===== config.mk =====
export PLATFORM = sky130hd
export DESIGN_NAME = piece_scheduler
export DESIGN_NICKNAME = d
export VERILOG_FILES = /design/src/rtl/piece_scheduler_pkg.sv /design/src/rtl/piece_slot_queue.sv /design/src/rtl/piece_scheduler.sv
export SDC_FILE = /design/constraint.sdc
export NUM_CORES = 1
export LEC_CHECK = 0
export BUFFER_PORTS_ARGS = -buffer_cell sky130_fd_sc_hd__buf_2
export CAP_MARGIN = 20
export CORE_ASPECT_RATIO = 1.4
export CORE_MARGIN = 2
export CORE_UTILIZATION = 46
export DETAILED_ROUTE_END_ITERATION = 12
export PLACE_DENSITY = 0.73
export REMOVE_ABC_BUFFERS = 1
export SYNTH_ARGS = -nofsm -noshare
export SYNTH_HDL_FRONTEND = slang
export SYNTH_SLANG_ARGS = --single-unit

===== constraint.sdc =====
create_clock -name clk -period 2.1 [get_ports clk]
set_clock_uncertainty 0.15 [all_clocks]
set_input_delay 0.105 -clock clk [delete_from_list [all_inputs] [get_ports clk]]
set_output_delay 0.105 -clock clk [all_outputs]
set_load 0.1 [all_outputs]

===== src/rtl/piece_scheduler_pkg.sv =====
// Shared definitions for the piece scheduler: piece ids, colour table, FSM states.
// Optional feature macro used by piece_scheduler: PIECE_REROLL_EN.
package piece_scheduler_pkg;

  localparam int unsigned PIECE_W    = 3;
  localparam int unsigned COLOUR_W   = 3;
  localparam int unsigned COUNT_W    = 8;
  localparam int unsigned NUM_PIECES = 7;

  localparam logic [PIECE_W-1:0] PIECE_I = 3'd0;
  localparam logic [PIECE_W-1:0] PIECE_O = 3'd1;
  localparam logic [PIECE_W-1:0] PIECE_T = 3'd2;
  localparam logic [PIECE_W-1:0] PIECE_S = 3'd3;
  localparam logic [PIECE_W-1:0] PIECE_Z = 3'd4;
  localparam logic [PIECE_W-1:0] PIECE_J = 3'd5;
  localparam logic [PIECE_W-1:0] PIECE_L = 3'd6;

  // Entry n is the colour of piece id n (cyan, yellow, purple, green, red, blue, orange).
  localparam logic [NUM_PIECES-1:0][COLOUR_W-1:0] COLOUR_TABLE =
    {3'd7, 3'd6, 3'd5, 3'd4, 3'd3, 3'd2, 3'd1};

  typedef enum logic [1:0] {
    IDLE = 2'd0,
    FILL = 2'd1,
    FULL = 2'd2
  } state_e;

  // Colour lookup; out-of-range ids map to colour 0.
  function automatic logic [COLOUR_W-1:0] piece_colour_f(input logic [PIECE_W-1:0] id);
    logic [COLOUR_W-1:0] c;
    c = '0;
    for (int unsigned i = 0; i < NUM_PIECES; i++) begin
      if (id == PIECE_W'(i)) c = COLOUR_TABLE[i];
    end
    return c;
  endfunction

endpackage


===== src/rtl/piece_slot_queue.sv =====
// Two-entry head/preview shift register with valid bits and registered head colour.
// Ports: clk, reset (sync, active-high); clear_i empties both slots; pop_i shifts
// preview into head; push_i writes push_id_i into the first empty slot after any pop.
// Outputs: head_valid_o/head_id_o/head_colour_o, preview_valid_o/preview_id_o
// (ids and colour read 0 while the slot is empty).
module piece_slot_queue
  import piece_scheduler_pkg::*;
(
  input  logic                clk,
  input  logic                reset,
  input  logic                clear_i,
  input  logic                pop_i,
  input  logic                push_i,
  input  logic [PIECE_W-1:0]  push_id_i,
  output logic                head_valid_o,
  output logic [PIECE_W-1:0]  head_id_o,
  output logic [COLOUR_W-1:0] head_colour_o,
  output logic                preview_valid_o,
  output logic [PIECE_W-1:0]  preview_id_o
);

  logic                head_valid_q, head_valid_d;
  logic [PIECE_W-1:0]  head_id_q, head_id_d;
  logic [COLOUR_W-1:0] head_colour_q, head_colour_d;
  logic                prev_valid_q, prev_valid_d;
  logic [PIECE_W-1:0]  prev_id_q, prev_id_d;

  // Pop happens before push, so a push on a pop edge with empty preview lands in head.
  always_comb begin
    head_valid_d = head_valid_q;
    head_id_d    = head_id_q;
    prev_valid_d = prev_valid_q;
    prev_id_d    = prev_id_q;
    if (clear_i) begin
      head_valid_d = 1'b0;
      head_id_d    = '0;
      prev_valid_d = 1'b0;
      prev_id_d    = '0;
    end else begin
      if (pop_i) begin
        head_valid_d = prev_valid_q;
        head_id_d    = prev_id_q;
        prev_valid_d = 1'b0;
        prev_id_d    = '0;
      end
      if (push_i) begin
        if (!head_valid_d) begin
          head_valid_d = 1'b1;
          head_id_d    = push_id_i;
        end else begin
          prev_valid_d = 1'b1;
          prev_id_d    = push_id_i;
        end
      end
    end
    head_colour_d = head_valid_d ? piece_colour_f(head_id_d) : '0;
  end

  always_ff @(posedge clk) begin
    if (reset) begin
      head_valid_q  <= 1'b0;
      head_id_q     <= '0;
      head_colour_q <= '0;
      prev_valid_q  <= 1'b0;
      prev_id_q     <= '0;
    end else begin
      head_valid_q  <= head_valid_d;
      head_id_q     <= head_id_d;
      head_colour_q <= head_colour_d;
      prev_valid_q  <= prev_valid_d;
      prev_id_q     <= prev_id_d;
    end
  end

  assign head_valid_o    = head_valid_q;
  assign head_id_o       = head_id_q;
  assign head_colour_o   = head_colour_q;
  assign preview_valid_o = prev_valid_q;
  assign preview_id_o    = prev_id_q;

endmodule


===== src/rtl/piece_scheduler.sv =====
// Piece scheduler: samples a free-running random value into a head/preview queue,
// hands the head piece to a consumer and counts deliveries.
// Ports: clk, reset (sync, active-high), rnd_in[2:0] (0 invalid, n -> piece n-1),
// start (restart stream), piece_req (take head); outputs piece_valid, piece_id,
// piece_colour, preview_valid, preview_id, draw_count[7:0] (all registered).
// Optional feature: define PIECE_REROLL_EN to discard, once, a sample repeating
// the last accepted piece.
module piece_scheduler
  import piece_scheduler_pkg::*;
(
  input  logic                clk,
  input  logic                reset,
  input  logic [PIECE_W-1:0]  rnd_in,
  input  logic                start,
  input  logic                piece_req,
  output logic                piece_valid,
  output logic [PIECE_W-1:0]  piece_id,
  output logic [COLOUR_W-1:0] piece_colour,
  output logic                preview_valid,
  output logic [PIECE_W-1:0]  preview_id,
  output logic [COUNT_W-1:0]  draw_count
);

  state_e               state_q, state_d;
  logic [COUNT_W-1:0]   count_q, count_d;
  logic                 q_clear, q_pop, q_push;
  logic                 accept;
  logic                 take;
  logic [PIECE_W-1:0]   cand_id;

  assign accept  = piece_req & piece_valid;
  assign cand_id = PIECE_W'(rnd_in - 3'd1);

`ifdef PIECE_REROLL_EN
  logic [PIECE_W-1:0] last_q, last_d;
  logic               last_valid_q, last_valid_d;
  logic               reroll_q, reroll_d;
`endif

  // Sample filter: decides whether this edge's rnd_in enters the queue.
  always_comb begin
    take = 1'b0;
`ifdef PIECE_REROLL_EN
    last_d       = last_q;
    last_valid_d = last_valid_q;
    reroll_d     = reroll_q;
`endif
    if (state_q == FILL && !start && rnd_in != '0) begin
`ifdef PIECE_REROLL_EN
      // A repeat is discarded only once; the following nonzero sample always lands.
      if (!reroll_q && last_valid_q && cand_id == last_q) begin
        reroll_d = 1'b1;
      end else begin
        take         = 1'b1;
        reroll_d     = 1'b0;
        last_d       = cand_id;
        last_valid_d = 1'b1;
      end
`else
      take = 1'b1;
`endif
    end
`ifdef PIECE_REROLL_EN
    if (start) begin
      last_d       = '0;
      last_valid_d = 1'b0;
      reroll_d     = 1'b0;
    end
`endif
  end

  // FSM next-state and queue control.
  always_comb begin
    state_d = state_q;
    count_d = count_q;
    q_clear = 1'b0;
    q_pop   = 1'b0;
    q_push  = 1'b0;
    if (start) begin
      state_d = FILL;
      count_d = '0;
      q_clear = 1'b1;
    end else begin
      case (state_q)
        IDLE: ;
        FILL: begin
          q_pop  = accept;
          q_push = take;
          if (accept) count_d = count_q + COUNT_W'(1);
          // Preview is always empty in FILL; a sample fills it only if head survives.
          if (take && piece_valid && !accept) state_d = FULL;
        end
        FULL: begin
          if (accept) begin
            q_pop   = 1'b1;
            count_d = count_q + COUNT_W'(1);
            state_d = FILL;
          end
        end
        default: state_d = IDLE;
      endcase
    end
  end

  always_ff @(posedge clk) begin
    if (reset) begin
      state_q <= IDLE;
      count_q <= '0;
`ifdef PIECE_REROLL_EN
      last_q       <= '0;
      last_valid_q <= 1'b0;
      reroll_q     <= 1'b0;
`endif
    end else begin
      state_q <= state_d;
      count_q <= count_d;
`ifdef PIECE_REROLL_EN
      last_q       <= last_d;
      last_valid_q <= last_valid_d;
      reroll_q     <= reroll_d;
`endif
    end
  end

  piece_slot_queue u_queue (
    .clk             (clk),
    .reset           (reset),
    .clear_i         (q_clear),
    .pop_i           (q_pop),
    .push_i          (q_push),
    .push_id_i       (cand_id),
    .head_valid_o    (piece_valid),
    .head_id_o       (piece_id),
    .head_colour_o   (piece_colour),
    .preview_valid_o (preview_valid),
    .preview_id_o    (preview_id)
  );

  assign draw_count = count_q;

endmodule


==> results_dict.tcl <==
set metrics [dict create \
    internal_power_mw 0.5415 \
    cap_violations 0 \
    coreArea_um2 2202 \
    holdPathEnd "state_q[0]" \
    p_leak_nw 0.6392 \
    area_growth_pct 29.78 \
    dieArea_um2 2756 \
    hpwl_um 1782 \
    pwr-share-comb_pct 21.6 \
    vias 964 \
    cp.arrival_ps 2090 \
    worstPathRequired_ps 2150 \
    ant_nets 0 \
    clockBufferDepth 2 \
    avgSynthCellArea_um2 9.229 \
    clkSlewWorstSetupHoldPaths_ps 110 \
    tritoncts "built" \
    fin_crit_ps 2045 \
    relSlewSlack_pct 66.38 \
    ys_seq_elements 21 \
    finalNetCount 170 \
    grt_pass1_wl_um 3822 \
    route.detailed.drc 0 \
    setup_ws_ps 55.43 \
    cts.sinks 21 \
    rsz0062_at_grt "true" \
    power_switching_mw 0.2221 \
    synth_cell_types 33 \
    ys_warn_count 0 \
    clkPwrFrac_pct 24.6 \
    start_util_pct 49.03 \
    max_freq_ghz 0.4891 \
    synth.area.mux_share_pct 3.708 \
    viasPerCell 5.446 \
    finalPower_mw 0.7636 \
    num_rows 20 \
    syn_inst 117 \
    gp_congestion 0.8471 \
    setup_viol 0 \
    synth-simple-area-share_pct 22.94 \
    place_ws_ps -70.43 \
    io_buffers 25 \
    die_w_um 44.95 \
    grt_pass1_vias 914 \
    ff2ff_path_depth 8 \
    wl_per_cell_um 13.37 \
    crit_type "reg2reg" \
    period_share_pct 97.36 \
    synth_compound_area_share_pct 14.14 \
    critPathMaxFanout 4 \
    synth_adder_area_share_pct 8.111 \
    grt_max_degree 15 \
    r2r-end "u_queue.head_colour_o[2]" \
    drt_iter0_markers 23 \
    worstMarginPinSlew_ps 504.3 \
    seqPwrFrac_pct 53.8 \
    antennaDiodeCount 0 \
    totalWireLength_um 2367 \
    final_cells 177 \
    p_per_area_nw_per_um2 544.9 \
    whs_path_depth 3 \
    r2r-start "state_q[1]" \
    startpoint_type "flop" \
    switching_share_pct 29.08 \
    holdCritPathClass "in2reg" \
    finalHoldWorstSlack_ps 30.09 \
    placement.cell_area_um2 1262 \
    die_y_um 61.33 \
    track_usage_pct 18.81 \
    first_pass_iters 4 \
    drv_slew 0 \
    numCtsBuffers 3 \
    seq_area_frac_synth_pct 38.93 \
    status "complete, no violations" \
    layout-drive-gt1-share_pct 34.84 \
    final_cell_area_um2 1401 \
    grt_overflow 0 \
    hold_viol 0 \
    htreeDepth 1 \
    placed_cells 167 \
    rrSetupSlack_ps 60 \
    ios 26 \
    synth_top_family_by_area "simple AND/OR/NAND/NOR gates" \
    ir_drop_v 0.0003958 \
    hp-start "start" \
    critPathCaptureType "flop" \
    synth_xor_area_share_pct 7.300 \
    clk_latency_ps 300 \
    grt_antenna_before_repair 0 \
    cts_root_buf "clkbuf_4" \
    syn_area_um2 1080 \
]
==> power by group through the flow <==
| stage | Combinational (mW) | Sequential (mW) | Clock, mW |
|---|---|---|---|
| detailed placement | 0.139 | 0.419 | 0 |
| CTS | 0.150 | 0.410 | 0.197 |
| global route | 0.177 | 0.412 | 0.215 |
| global placement | 0.137 | 0.419 | 0 |
| floorplan | 0.0629 | 0.457 | 0 |
| finish | 0.165 | 0.411 | 0.188 |
==> metal layers <==
metal | GRT usage (%) | vias up | wire length (um)
met5 | 0 | - | 0
met1 | 20.36 | 446 | 908
li1 | - | 484 | -
met2 | 35.71 | 26 | 1323
met3 | 1.760 | 8 | 77
met4 | 8.824 | 0 | 57
==> synthesized netlist by cell type <==
cell,count,area share [%]
dfxtp_1,21,39
nor2_1,18,6.3
inv_1,8,2.8
ha_1,7,8.1
a21oi_1,6,2.8
nand2_1,5,1.7
xor2_1,5,4.1
and3_1,4,2.3
mux2i_1,4,3.7
xnor2_1,4,3.2
a2bb2oi_1,3,2.4
nand3_1,3,1.4
nor2b_1,3,1.7
o21ai_0,3,1.4
a21o_1,2,1.4
a221oi_2,2,2.8
clkbuf_1,2,0.70
nand4_1,2,1.2
a211o_1,1,0.81
a221o_1,1,0.93
and4_1,1,0.81
buf_1,1,0.35
buf_6,1,1.0
nand2b_1,1,0.58
nand4b_1,1,0.81
nand4bb_4,1,2.5
nor2_2,1,0.58
nor3_1,1,0.46
nor4_2,1,1.2
o31a_1,1,0.81
o41ai_1,1,0.81
or2_1,1,0.58
or3b_2,1,0.81
==> repair_timing <==
item,in CTS,in global routing
buffers inserted,0,4
gates resized for setup,3,10
pin swaps,2,5
endpoints found under the setup margin,3,7
endpoints found under the hold margin,5,0
hold buffers,2,0
==> cells by family after synthesis <==
kind of cell | after synthesis
XOR/XNOR | 9
multiplexers | 4
buffers and inverters | 12
AND/OR/NAND/NOR | 44
adder cells (fa/ha/maj) | 7
AO/OA/AOI/OAI | 20
flip-flops | 21
==> sequential cells by signal (all words and copies together), names as in the netlist <==
| name | flops |
|---|---|
| u_queue.preview_id_o | 3 |
| u_queue.head_id_o | 3 |
| u_queue.head_colour_o | 3 |
| u_queue.preview_valid_o | 1 |
| u_queue.head_valid_o | 1 |
| draw_count | 8 |
| state_q | 2 |
==> cell usage in the layout (no fill, tap or decap), types with 4 or more instances in the layout <==
cell type  count
dfxtp_1       19
and3_1         4
inv_1          5
nand2_1        5
xnor2_1        4
buf_2         25
xor2_1         5
buf_4         11
nor2_1        18
ha_1           6
a21oi_1        5
==> worst max-delay path by stage <==
| stage | cells after the start | to | slack [ps] | from |
|---|---|---|---|---|
| 2_1_floorplan | 5 | u_queue.head_colour_o[1] | -430 | u_queue.head_valid_o |
| 3_3_place_gp | 7 | u_queue.head_colour_o[2] | 40 | state_q[1] |
| 3_5_place_dp | 7 | u_queue.head_colour_o[1] | -70 | state_q[1] |
| 4_1_cts | 7 | u_queue.head_colour_o[2] | 0.7 | state_q[1] |
| 5_1_grt | 7 | u_queue.head_colour_o[2] | -70 | state_q[1] |
| 6_report | 8 | u_queue.head_colour_o[2] | 60 | state_q[1] |
==> through the flow <==
step	util, %	TNS, ps
after global placement	57.33	0
after CTS	60.57	0
final	63.64	0
after floorplan	-	-3265
after global routing	63.64	-114.8
after detailed placement	57.33	-141.2
==> area by class of cell <==
cell class              instances  area, um^2
fillers                       196       800.8
inverters                       8       30.03
well taps                      22       27.53
multi-input cells              84       666.9
repair buffers                 38       227.7
flip-flops and latches         21       422.9
clock buffers                   4       26.28
==> critical path, cell delays in order, from the launching register on <==
cell      delay, ps
dfxtp_2         350
inv_2            50
ha_4            280
nand4b_1        250
mux2i_1         200
a221o_1         390
buf_4           150
nand3_1          60
a21oi_1          60
Note: power is estimated with default switching activity, not from simulation.
